$ cat src/rtl/seven_segment_pkg.sv
// Shared types, constants and blanking helpers for the seven-segment display path.
package seven_segment_pkg;

    localparam int unsigned NUM_DIGITS = 4;
    localparam int unsigned DIGIT_W    = 4;
    localparam int unsigned DISP_W     = NUM_DIGITS * DIGIT_W;

    typedef logic [DIGIT_W-1:0] bcd_t;

    localparam bcd_t              BCD_MAX  = 4'd9;
    localparam logic [NUM_DIGITS-1:0] BLANK_AN = 4'b0000;

    function automatic bcd_t get_digit(input logic [DISP_W-1:0] disp, input logic [1:0] idx);
        return disp[{idx, 2'b00} +: DIGIT_W];
    endfunction

    // A digit is dark if it is not a BCD code, or if it is a leading zero (digit 0 always shows).
    function automatic logic is_blank(input logic [1:0] idx, input logic [DISP_W-1:0] disp,
                                      input logic blank_lz);
        logic lz;
        lz = 1'b1;
        for (int unsigned k = 0; k < NUM_DIGITS; k++) begin
            if (k >= 32'(idx) && get_digit(disp, 2'(k)) != 4'h0) begin
                lz = 1'b0;
            end
        end
        return (get_digit(disp, idx) > BCD_MAX) || (blank_lz && (idx != 2'd0) && lz);
    endfunction

endpackage

$ cat src/rtl/seven_segment_scan.sv
// Four-digit multiplexed scan controller with frame-synchronous double-buffered updates,
// leading-zero suppression and invalid-code blanking.
module seven_segment_scan
    import seven_segment_pkg::*;
#(
    parameter int unsigned REFRESH_DIV = 100000
) (
    input  logic                  clk,
    input  logic                  rst_n,
    input  logic [DISP_W-1:0]     value_in,
    input  logic                  load,
    input  logic                  blank_lz,
    output bcd_t                  digit_out,
    output logic [NUM_DIGITS-1:0] an,
    output logic                  pending,
    output logic                  frame_done
);

    localparam int unsigned      CNT_W    = (REFRESH_DIV > 2) ? $clog2(REFRESH_DIV) : 1;
    localparam logic [CNT_W-1:0] CNT_LAST = CNT_W'(REFRESH_DIV - 1);

    logic [CNT_W-1:0]  div_cnt;
    logic [1:0]        idx;
    logic [DISP_W-1:0] disp_reg;
    logic [DISP_W-1:0] pending_reg;

    logic tick_c;
    logic commit_c;
    logic blank_c;
    bcd_t nib_c;

    always_comb begin
        tick_c   = (div_cnt == CNT_LAST);
        commit_c = tick_c && (idx == 2'd3);
        nib_c    = get_digit(disp_reg, idx);
        blank_c  = is_blank(idx, disp_reg, blank_lz);
    end

    // Prescaler and digit ring.
    always_ff @(posedge clk or negedge rst_n) begin
        if (!rst_n) begin
            div_cnt <= '0;
            idx     <= 2'd0;
        end else begin
            div_cnt <= tick_c ? '0 : div_cnt + CNT_W'(1);
            if (tick_c) begin
                idx <= idx + 2'd1;
            end
        end
    end

    // Double buffer: a load on the commit edge bypasses the pending stage.
    always_ff @(posedge clk or negedge rst_n) begin
        if (!rst_n) begin
            disp_reg    <= '0;
            pending_reg <= '0;
            pending     <= 1'b0;
            frame_done  <= 1'b0;
        end else begin
            frame_done <= commit_c;
            if (load) begin
                pending_reg <= value_in;
            end
            if (commit_c) begin
                if (load) begin
                    disp_reg <= value_in;
                end else if (pending) begin
                    disp_reg <= pending_reg;
                end
                pending <= 1'b0;
            end else if (load) begin
                pending <= 1'b1;
            end
        end
    end

    // Registered digit drive, one cycle behind the index.
    always_ff @(posedge clk or negedge rst_n) begin
        if (!rst_n) begin
            an        <= 4'b0001;
            digit_out <= 4'h0;
        end else begin
            an        <= blank_c ? BLANK_AN : (4'b0001 << idx);
            digit_out <= blank_c ? 4'h0 : nib_c;
        end
    end

endmodule

$ cat config.mk
export PLATFORM = sky130hd
export DESIGN_NAME = seven_segment_scan
export DESIGN_NICKNAME = d
export VERILOG_FILES = /design/src/rtl/seven_segment_pkg.sv /design/src/rtl/seven_segment_scan.sv
export SDC_FILE = /design/constraint.sdc
export NUM_CORES = 1
export LEC_CHECK = 0
export CORE_MARGIN = 2
export CORE_UTILIZATION = 37
export DETAILED_ROUTE_END_ITERATION = 8
export GPL_ROUTABILITY_DRIVEN = 0
export GPL_TIMING_DRIVEN = 0
export HOLD_SLACK_MARGIN = 0.03
export SLEW_MARGIN = 5
export SYNTH_ARGS = -nofsm -noshare
export SYNTH_HDL_FRONTEND = slang
export SYNTH_SLANG_ARGS = --single-unit
export TNS_END_PERCENT = 30
$ cat constraint.sdc
create_clock -name clk -period 2.9 [get_ports clk]
set_clock_uncertainty 0.05 [all_clocks]
set_input_delay 0.29 -clock clk [delete_from_list [all_inputs] [get_ports clk]]
set_output_delay 0.29 -clock clk [all_outputs]
set_load 0.02 [all_outputs]
Yosys cells after proc, flatten, opt, wreduce, memory -nomap -nowiden
Index checks and enable logic that the tools add are counted.
{"block": "word_totals", "ff_bits": 61, "inputBits": 20, "out_inout_bits": 10}
{"block": "classes", "add_sub_neg": 2, "magnitude_cmp": 4, "n_eq_ne": 2, "shifts": 2, "n_mux": 11, "n_reduce_logical": 15}
{"op": "2-to-1 mux 16 bit", "count": 2}
{"op": "adder 17 x 1 -> 17 bit, second input constant", "count": 1}
{"op": "== test 17 bit, second input constant", "count": 1}
{"op": "2-to-1 mux 17 bit", "count": 1}
{"op": "nonzero test 4 bit", "count": 4}
{"op": "variable part select 16 x 5 -> 4 bit", "count": 1}
{"op": "2-to-1 mux 4 bit", "count": 2}
{"op": "logical AND 1 bit", "count": 6}
{"op": "2-to-1 mux 1 bit", "count": 6}
{"op": "nonzero test 2 bit", "count": 3}
{"op": "greater-or-equal comparator 1 x 2 -> 1 bit, first input constant", "count": 2}
{"op": "> comparator 4 bit, second input constant", "count": 1}
{"op": "left shift 1 x 2 -> 4 bit, first input constant", "count": 1}
{"op": "adder 2 x 1 -> 2 bit, second input constant", "count": 1}
{"op": "== test 2 bit, second input constant", "count": 1}
{"op": "greater-or-equal comparator 2 bit, first input constant", "count": 1}
{"op": "AND reduction 2 bit", "count": 1}
{"op": "logical OR 1 bit", "count": 1}

Longest topological paths before layout
Gate-level depths: netlist (run 1).
{"block": "logic_depth", "depth_word": 9, "depth_mapped": 7, "depth_no_buf": 6}

Least setup slack after synthesis (run 1)
Ideal clock, no wire load.
{"block": "synth_timing", "kind": "reg-to-reg", "start": "reg div_cnt[6]", "end": "reg disp_reg[10]", "setup_time_ns": 0.125, "arrival_ns": 2.343, "t_required_ns": 2.725, "slack_ns": 0.382, "path_stages_with_launch": 7, "n_path_buf": 2, "cell_sequence": "dfrtp_1 > or4b_4 > or4_1 > or3_1 > buf_6 > buf_12 > mux2_4"}
{"block": "synth_via", "elab_chain_len": 3}
{"element": "start: declaration", "line_no": "seven_segment_scan.sv:22", "rtl": "logic [CNT_W-1:0] div_cnt;"}
{"element": "start signal: assignment", "line_no": "seven_segment_scan.sv:45", "rtl": "div_cnt <= tick_c ? '0 : div_cnt + CNT_W'(1);"}
{"element": "== test 17 bit", "line_no": "seven_segment_scan.sv:33", "rtl": "tick_c = (div_cnt == CNT_LAST);"}
{"element": "logical AND 1 bit", "line_no": "seven_segment_scan.sv:34", "rtl": "commit_c = tick_c && (idx == 2'd3);"}
{"element": "AND reduction 2 bit (no line)"}
{"element": "end signal: assignment", "line_no": "seven_segment_scan.sv:66", "rtl": "disp_reg <= value_in;"}
{"element": "end signal: assignment", "line_no": "seven_segment_scan.sv:68", "rtl": "disp_reg <= pending_reg;"}
{"element": "end: declaration", "line_no": "seven_segment_scan.sv:24", "rtl": "logic [DISP_W-1:0] disp_reg;"}
No other way between the ends.
A chain may end at the register's enable or synchronous reset.

Final worst setup path (run 1)
{"block": "layout_timing", "start": "reg div_cnt[1]", "end": "reg disp_reg[9]"}
Same word-level chain as after synthesis.

==> impl_results.md, run 1 <==
* Status: completed
* Diode count at 0
* P_leak at 1.43 nW
* Commonest non-fill, non-tap cells in the layout: 60 x dfrtp_1, 27 x clkdlybuf4s50_1, 22 x mux2_2
* First-pass DRT Iterations at 4
* Clock Tree Buf Depth at 2
* Root Driver: clkbuf_8
* Min-delay src: load
* Tcrit/Tclk final at 93.6%
* Gr usage total at 13.8%
* Power Density at 522 nW/µm²
* Reg2reg setup slack at 190 ps
* R2R cell count at 7
* Initial antenna violation count at 0
* Share of post-route cells with drive strength above 1 at between 20% and 30%
* Syn Nets at ~220
* Nets@finish at 261
* Drt via density at 4.68
* Design Area, Final at 3220 µm²
* Crit path cell chain: ha_1 -> nand4_1 -> or4_1 -> or3_1 -> buf_6 -> buf_12 -> mux2_4
* Starting Density at between 30% and 40%
* Critical path class: reg -> reg
* CP peak stage delay at slightly above 600 ps
* Reg2Reg Capture Point: disp_reg[9]$_DFFE_PN0P_
* CP required at 3060 ps
* Vias in the first global route at between 1500 and 2000
* Vias at 1573
* Final slew viol count at 0
* Post-synth top flop: dfrtp_1
* Area leader, netlist: dfrtp_1
* FFs w/ async S/R, synth at 100%
* Clock-pin slew on the worst setup and hold paths at 60 ps
* Final setup fails at 0
* Max-Cap Viols at 0
* Avg Inst Size Synth at 13.4 µm²
* P_sw at 0.361 mW
* CTS buffer count at 9
* Routed Antenna Nets at 0
* CTS tree: done
* 1st-iter DRT viols at between 70 and 80
* Area added between synthesis and finish at 22.2%
* CTS Sinks at 61
* Worst slew pin tran at roughly 760 ps
* Unrepaired setup endpoints after global routing: no
* Final wirelength at about 4.6 mm
* Int Pwr at 1.32 mW
* Clock power frac at approximately two fifths
* Remaining DRCs at 0
* Overall Power at 1.68 mW
* Total grt overflow at 0
* Die height at 88.4 µm
* Top Ports at 30
* Fill count at between 600 and 700
* Die Width at 88.4 µm
* # rows at 30
* Final Hold Fails at 0
* Peak VDD IR at 0.257 mV
* Post-cts sizing count at 0
* Minimum clock period at 2710 ps
* Post CTS Setup Buffer Count at 0
* CORE AREA at 6830 µm²
* Relative max-transition margin at around half
* HP Class: in -> reg
* YS warnings at 0
* H-Tree Depth at 3
* Library cells used by synthesis at 31
* Post-DP Area at 3030 µm²
* Hold path depth at 3
* Crit-path slowest cell: or4_1
* CP Data Arrival Time at 2880 ps
* Worst reg2reg startpoint: div_cnt[1]$_DFF_PN0_
* Drt wl/cell at 13.8 µm
* Seq cells post-synth at 61
* Logic gate share of total power at under 10%
* Mapped Area at 2630 µm²
* Crit start category: register
* Number of synthesized flops with an enable pin at 0
* Worst Setup End Kind: register
* Sequential-to-total area share from yosys stat at 58.0%
* Synth top area share at 57.0%
* Die Area at 7810 µm²
* Max Clk Rate at 0.368 GHz
* Critical path fanouts, max at 10
* Sw Ratio at 21.5%
* Post-Syn Instances at just under 200
* Post-DP HPWL at around 3.2 mm
* Hold worst-path end: pending$_DFFE_PN0P_
* Largest net degree at the start of global routing at 62
* Port bufs at 28
* First-pass GRT wire length at about 8 mm
* Reg power frac at 53.4%
* Worst-Skew Late Latency at 330 ps
* Ranking of synthesized cells by area: dfrtp_1 57%, mux2_2 9.4%, mux2_4 5.7%
* Commonest non-fill, non-tap cell in the layout: dfrtp_1
## Yosys cell counts, types with 2 or more instances
library cell / count
o21ai_0: 4
nand4_1: 5
a21oi_1: 2
mux2_2: 22
or3_1: 2
ha_1: 5
nor2_1: 19
mux2_4: 10
xnor2_1: 10
nor3b_1: 2
nor4_1: 7
nand2_1: 3
dfrtp_1: 60
xor2_1: 5
nand3_1: 7
clkbuf_1: 3
nor3_1: 3
inv_1: 11
mux4_2: 4
## per-stage QoR
stage | utilization [%] | setup WS [ps] | hold WS, ps | std cells | setup TNS (ps)
6_report | 47.1 | 186 | 445 | 336 | 0
5_1_grt | 47.1 | 43.5 | 465 | 336 | 0
4_1_cts | 47.1 | 157 | 448 | 336 | 0
3_5_place_dp | 44.4 | 173 | 365 | 320 | 0
3_3_place_gp | 44.4 | -488 | 431 | 320 | -29120
2_1_floorplan | - | 382 | -55.6 | 196 | 0
## timing repair
action / in CTS / in global routing
hold endpoints to repair: 60 / 0
hold buffers: 1 / 0
endpoints found under the setup margin: 0 / 0
## worst max path at each step
stage | startpoint | end | slack (ps) | cells after the start
floorplan | div_cnt[6]$_DFF_PN0_ | disp_reg[10]$_DFFE_PN0P_ | 380 | 6
global placement | rst_n | frame_done$_DFF_PN0_ | -490 | 1
detailed placement | div_cnt[0]$_DFF_PN0_ | disp_reg[9]$_DFFE_PN0P_ | 170 | 7
CTS | div_cnt[0]$_DFF_PN0_ | disp_reg[9]$_DFFE_PN0P_ | 160 | 7
global route | div_cnt[0]$_DFF_PN0_ | disp_reg[13]$_DFFE_PN0P_ | 40 | 7
finish | div_cnt[1]$_DFF_PN0_ | disp_reg[9]$_DFFE_PN0P_ | 190 | 7
## routing by layer
metal | track usage [%] | share of wire (%) | vias to the layer above
met5 | 0 | 0 | -
met4 | 6.61 | 2.6 | 0
met3 | 4.01 | 3.7 | 8
met2 | 19.8 | 44 | 30
met1 | 19.3 | 50 | 769
li1 | - | - | 766
## worst max-delay path, delay by kind of cell (launching register included)
kind / cells / cell delay (ps)
and+or+nand+nor: 3 / 1300
buffers and inverters: 2 / 300
muxes: 1 / 290
adders and majority gates: 1 / 230
DFF: 1 / 410
## cell type report
type                            instances  area (µm²)  area share, %
Timing Repair Buffer                   29         288           8.94
Clock inverter                          1        5.00          0.155
Multi-Input combinational cell        118        1020           31.6
Clock buffer                           14         173           5.36
Inverter                               11        41.3           1.28
Sequential cell                        61        1530           47.5
Tap cell                               96         120           3.73
Buffer                                  6        46.3           1.44
## logic make-up after synthesis
| kind of cell | share of synthesized area, % |
|---|---|
| buffers and inverters | 3.33 |
| AO/OA/AOI/OAI | 1.47 |
| XOR/XNOR | 4.99 |
| adder cells (fa/ha/maj) | 2.38 |
| AND/OR/NAND/NOR | 11.3 |
| flip-flops | 58.0 |
| multiplexers | 18.5 |
## power groups by stage
stage / Sequential, mW / Combinational, mW / Clock [mW]
6_report: 0.898 / 0.108 / 0.676
5_1_grt: 0.901 / 0.121 / 0.739
4_1_cts: 0.898 / 0.112 / 0.695
3_5_place_dp: 0.914 / 0.110 / 0
3_3_place_gp: 0.912 / 0.109 / 0
2_1_floorplan: 0.911 / 0.0510 / 0
Power figures use the tool's default switching activity.
==> run 2: changes to the inputs <==
Settings changed: SKIP_LAST_GASP from default to 1.
==> results of run 2 <==
The final DEF is identical to that of run 1; final timing and power are the same.
==> run 3: changes to the inputs <==
Settings changed: HOLD_SLACK_MARGIN 0.03 to default.
==> impl_results.md, run 3 (same netlist as run 1, synthesis figures left out) <==
* H-Tree Depth at 3 (unchanged)
* Vias at 1569 (-0.25%)
* Starting Density at 38.6% (unchanged)
* Relative max-transition margin at 49.1% (+0.078 points)
* Commonest non-fill, non-tap cells in the layout: 60 x dfrtp_1, 27 x clkdlybuf4s50_1, 22 x mux2_2
* Crit-path slowest cell: or4_1
* Diode count at 0 (unchanged)
* First-pass DRT Iterations at 4 (unchanged)
* Crit path cell chain: ha_1 -> nand4_1 -> or4_1 -> or3_1 -> buf_6 -> buf_12 -> mux2_4
* HP Class: in -> async
* Die Width at 88.4 µm (unchanged)
* Initial antenna violation count at 0 (unchanged)
* First-pass GRT wire length at 8.00 mm (-0.16%)
* Fill count at 636 (+0.16%)
* Critical path fanouts, max at 10 (unchanged)
* Post-DP HPWL at 3.24 mm (unchanged)
* Final setup fails at 0 (unchanged)
* Post-cts hold buffer count at 0 (-1)
* CTS buffer count at 9 (unchanged)
* Worst Setup End Kind: register
* Minimum clock period at 2710 ps (+0.00300 ps)
* Clock Tree Buf Depth at 2 (unchanged)
* Largest delay share family, worst path: simple AND/OR/NAND/NOR gates
* Routed Antenna Nets at 0 (unchanged)
* Area added between synthesis and finish at 21.9%
* CP bufs+invs at 2 (unchanged)
* Area of the multi-input gates at 1020 µm² (unchanged)
* CP Data Arrival Time at 2880 ps (about the same)
* Commonest non-fill, non-tap cell in the layout: dfrtp_1
* CP peak stage delay at 620 ps (about the same)
* Peak VDD IR at 0.257 mV (about the same)
* Hold WS at -25.6 ps (-470 ps)
* P_leak at 1.43 nW (-0.29%)
* Crit start category: register
* Final Hold Fails at 26 (+26)
* Unrepaired setup endpoints after global routing: no
* Status: finished with violations
* Placed insts at 320 (unchanged)
* Die height at 88.4 µm (unchanged)
* Top Ports at 30 (unchanged)
* Max-Cap Viols at 0 (unchanged)
* CTS Sinks at 61 (unchanged)
* # rows at 30 (unchanged)
* Post CTS Setup Buffer Count at 0 (unchanged)
* Post-cts sizing count at 0 (unchanged)
* Worst-Skew Late Latency at 330 ps (about the same)
* Post-route non-filler standard cell count at 335 (-0.30%)
* CORE AREA at 6830 µm² (unchanged)
* Setup TNS at 0 ps (unchanged)
* Final slew viol count at 0 (unchanged)
* Final wirelength at 4.61 mm (-0.13%)
* Power Density at 524 nW/µm² (+0.24%)
* Clock-pin slew on the worst setup and hold paths at 60 ps (about the same)
* Remaining DRCs at 0 (unchanged)
* Tcrit/Tclk final at 93.6% (about the same)
* Critical path class: reg -> reg
* Drt via density at 4.68 (about the same)
* Largest net degree at the start of global routing at 62 (unchanged)
* Failing checks: hold timing
* CTS tree: done
* Worst slew pin tran at 764 ps (-1.16 ps)
* Die Area at 7810 µm² (unchanged)
* Nets@finish at 260 (-0.38%)
* Vias in the first global route at 1637 (-0.37%)
* Port bufs at 28 (unchanged)
* Total grt overflow at 0 (unchanged)
* Overall Power at 1.68 mW (about the same)
* FF/Latch Area at 1530 µm² (unchanged)
* Max Clk Rate at 0.368 GHz (about the same)
* Root Driver: clkbuf_8
* Gr usage total at 13.8% (-0.020 points)
* Share of post-route cells with drive strength above 1 at 23.4% (+0.098 points)
* Drt wl/cell at 13.8 µm (+0.17%)
* CP required at 3060 ps (about the same)
* 1st-iter DRT viols at 77 (-2.5%)
[run 3: path summary, 6_finish.rpt]
path	from	to	slack (ps)	cells after the start
max in group asynchronous	rst_n	pending_reg[2]$_DFFE_PN0P_	2320	1
worst max-delay path	div_cnt[1]$_DFF_PN0_	disp_reg[9]$_DFFE_PN0P_	190	7
worst min-delay path	rst_n	pending_reg[13]$_DFFE_PN0P_	-30	1
worst min register to register	div_cnt[8]$_DFF_PN0_	div_cnt[8]$_DFF_PN0_	450	1
min in group clk	load	pending$_DFFE_PN0P_	440	3
worst max register to register	div_cnt[1]$_DFF_PN0_	disp_reg[9]$_DFFE_PN0P_	190	7
[run 3: metal layers]
layer  GRT usage [%]  up-vias  share of wire (%)
met1            19.3      767                 50
met3            4.01        8                3.7
li1                -      764                  -
met2            19.8       30                 44
met4            6.61        0                2.6
met5               0        -                  0
[run 3: through the flow]
step | worst slack [ps] | instance area [µm²] | utilization (%)
after floorplan | 382 | 2630 | -
after global placement | -488 | 3030 | 44.4
after detailed placement | 173 | 3030 | 44.4
after CTS | 157 | 3210 | 47.0
after global routing | 43.5 | 3210 | 47.0
final | 186 | 3210 | 47.0
[run 3: report_power, final]
part,internal [mW],switching (mW),total [mW]
registers,0.884,0.0133,0.898
logic,0.0607,0.0461,0.107
clock network,0.375,0.301,0.676
[run 3: final cells by class]
| type | instances | area share, % |
|---|---|---|
| Buffer | 6 | 1.44 |
| Clock buffer | 14 | 5.38 |
| Clock inverter | 1 | 0.156 |
| Inverter | 11 | 1.29 |
| Multi-Input combinational cell | 118 | 31.7 |
| Sequential cell | 61 | 47.6 |
| Tap cell | 96 | 3.74 |
| Timing Repair Buffer | 28 | 8.65 |
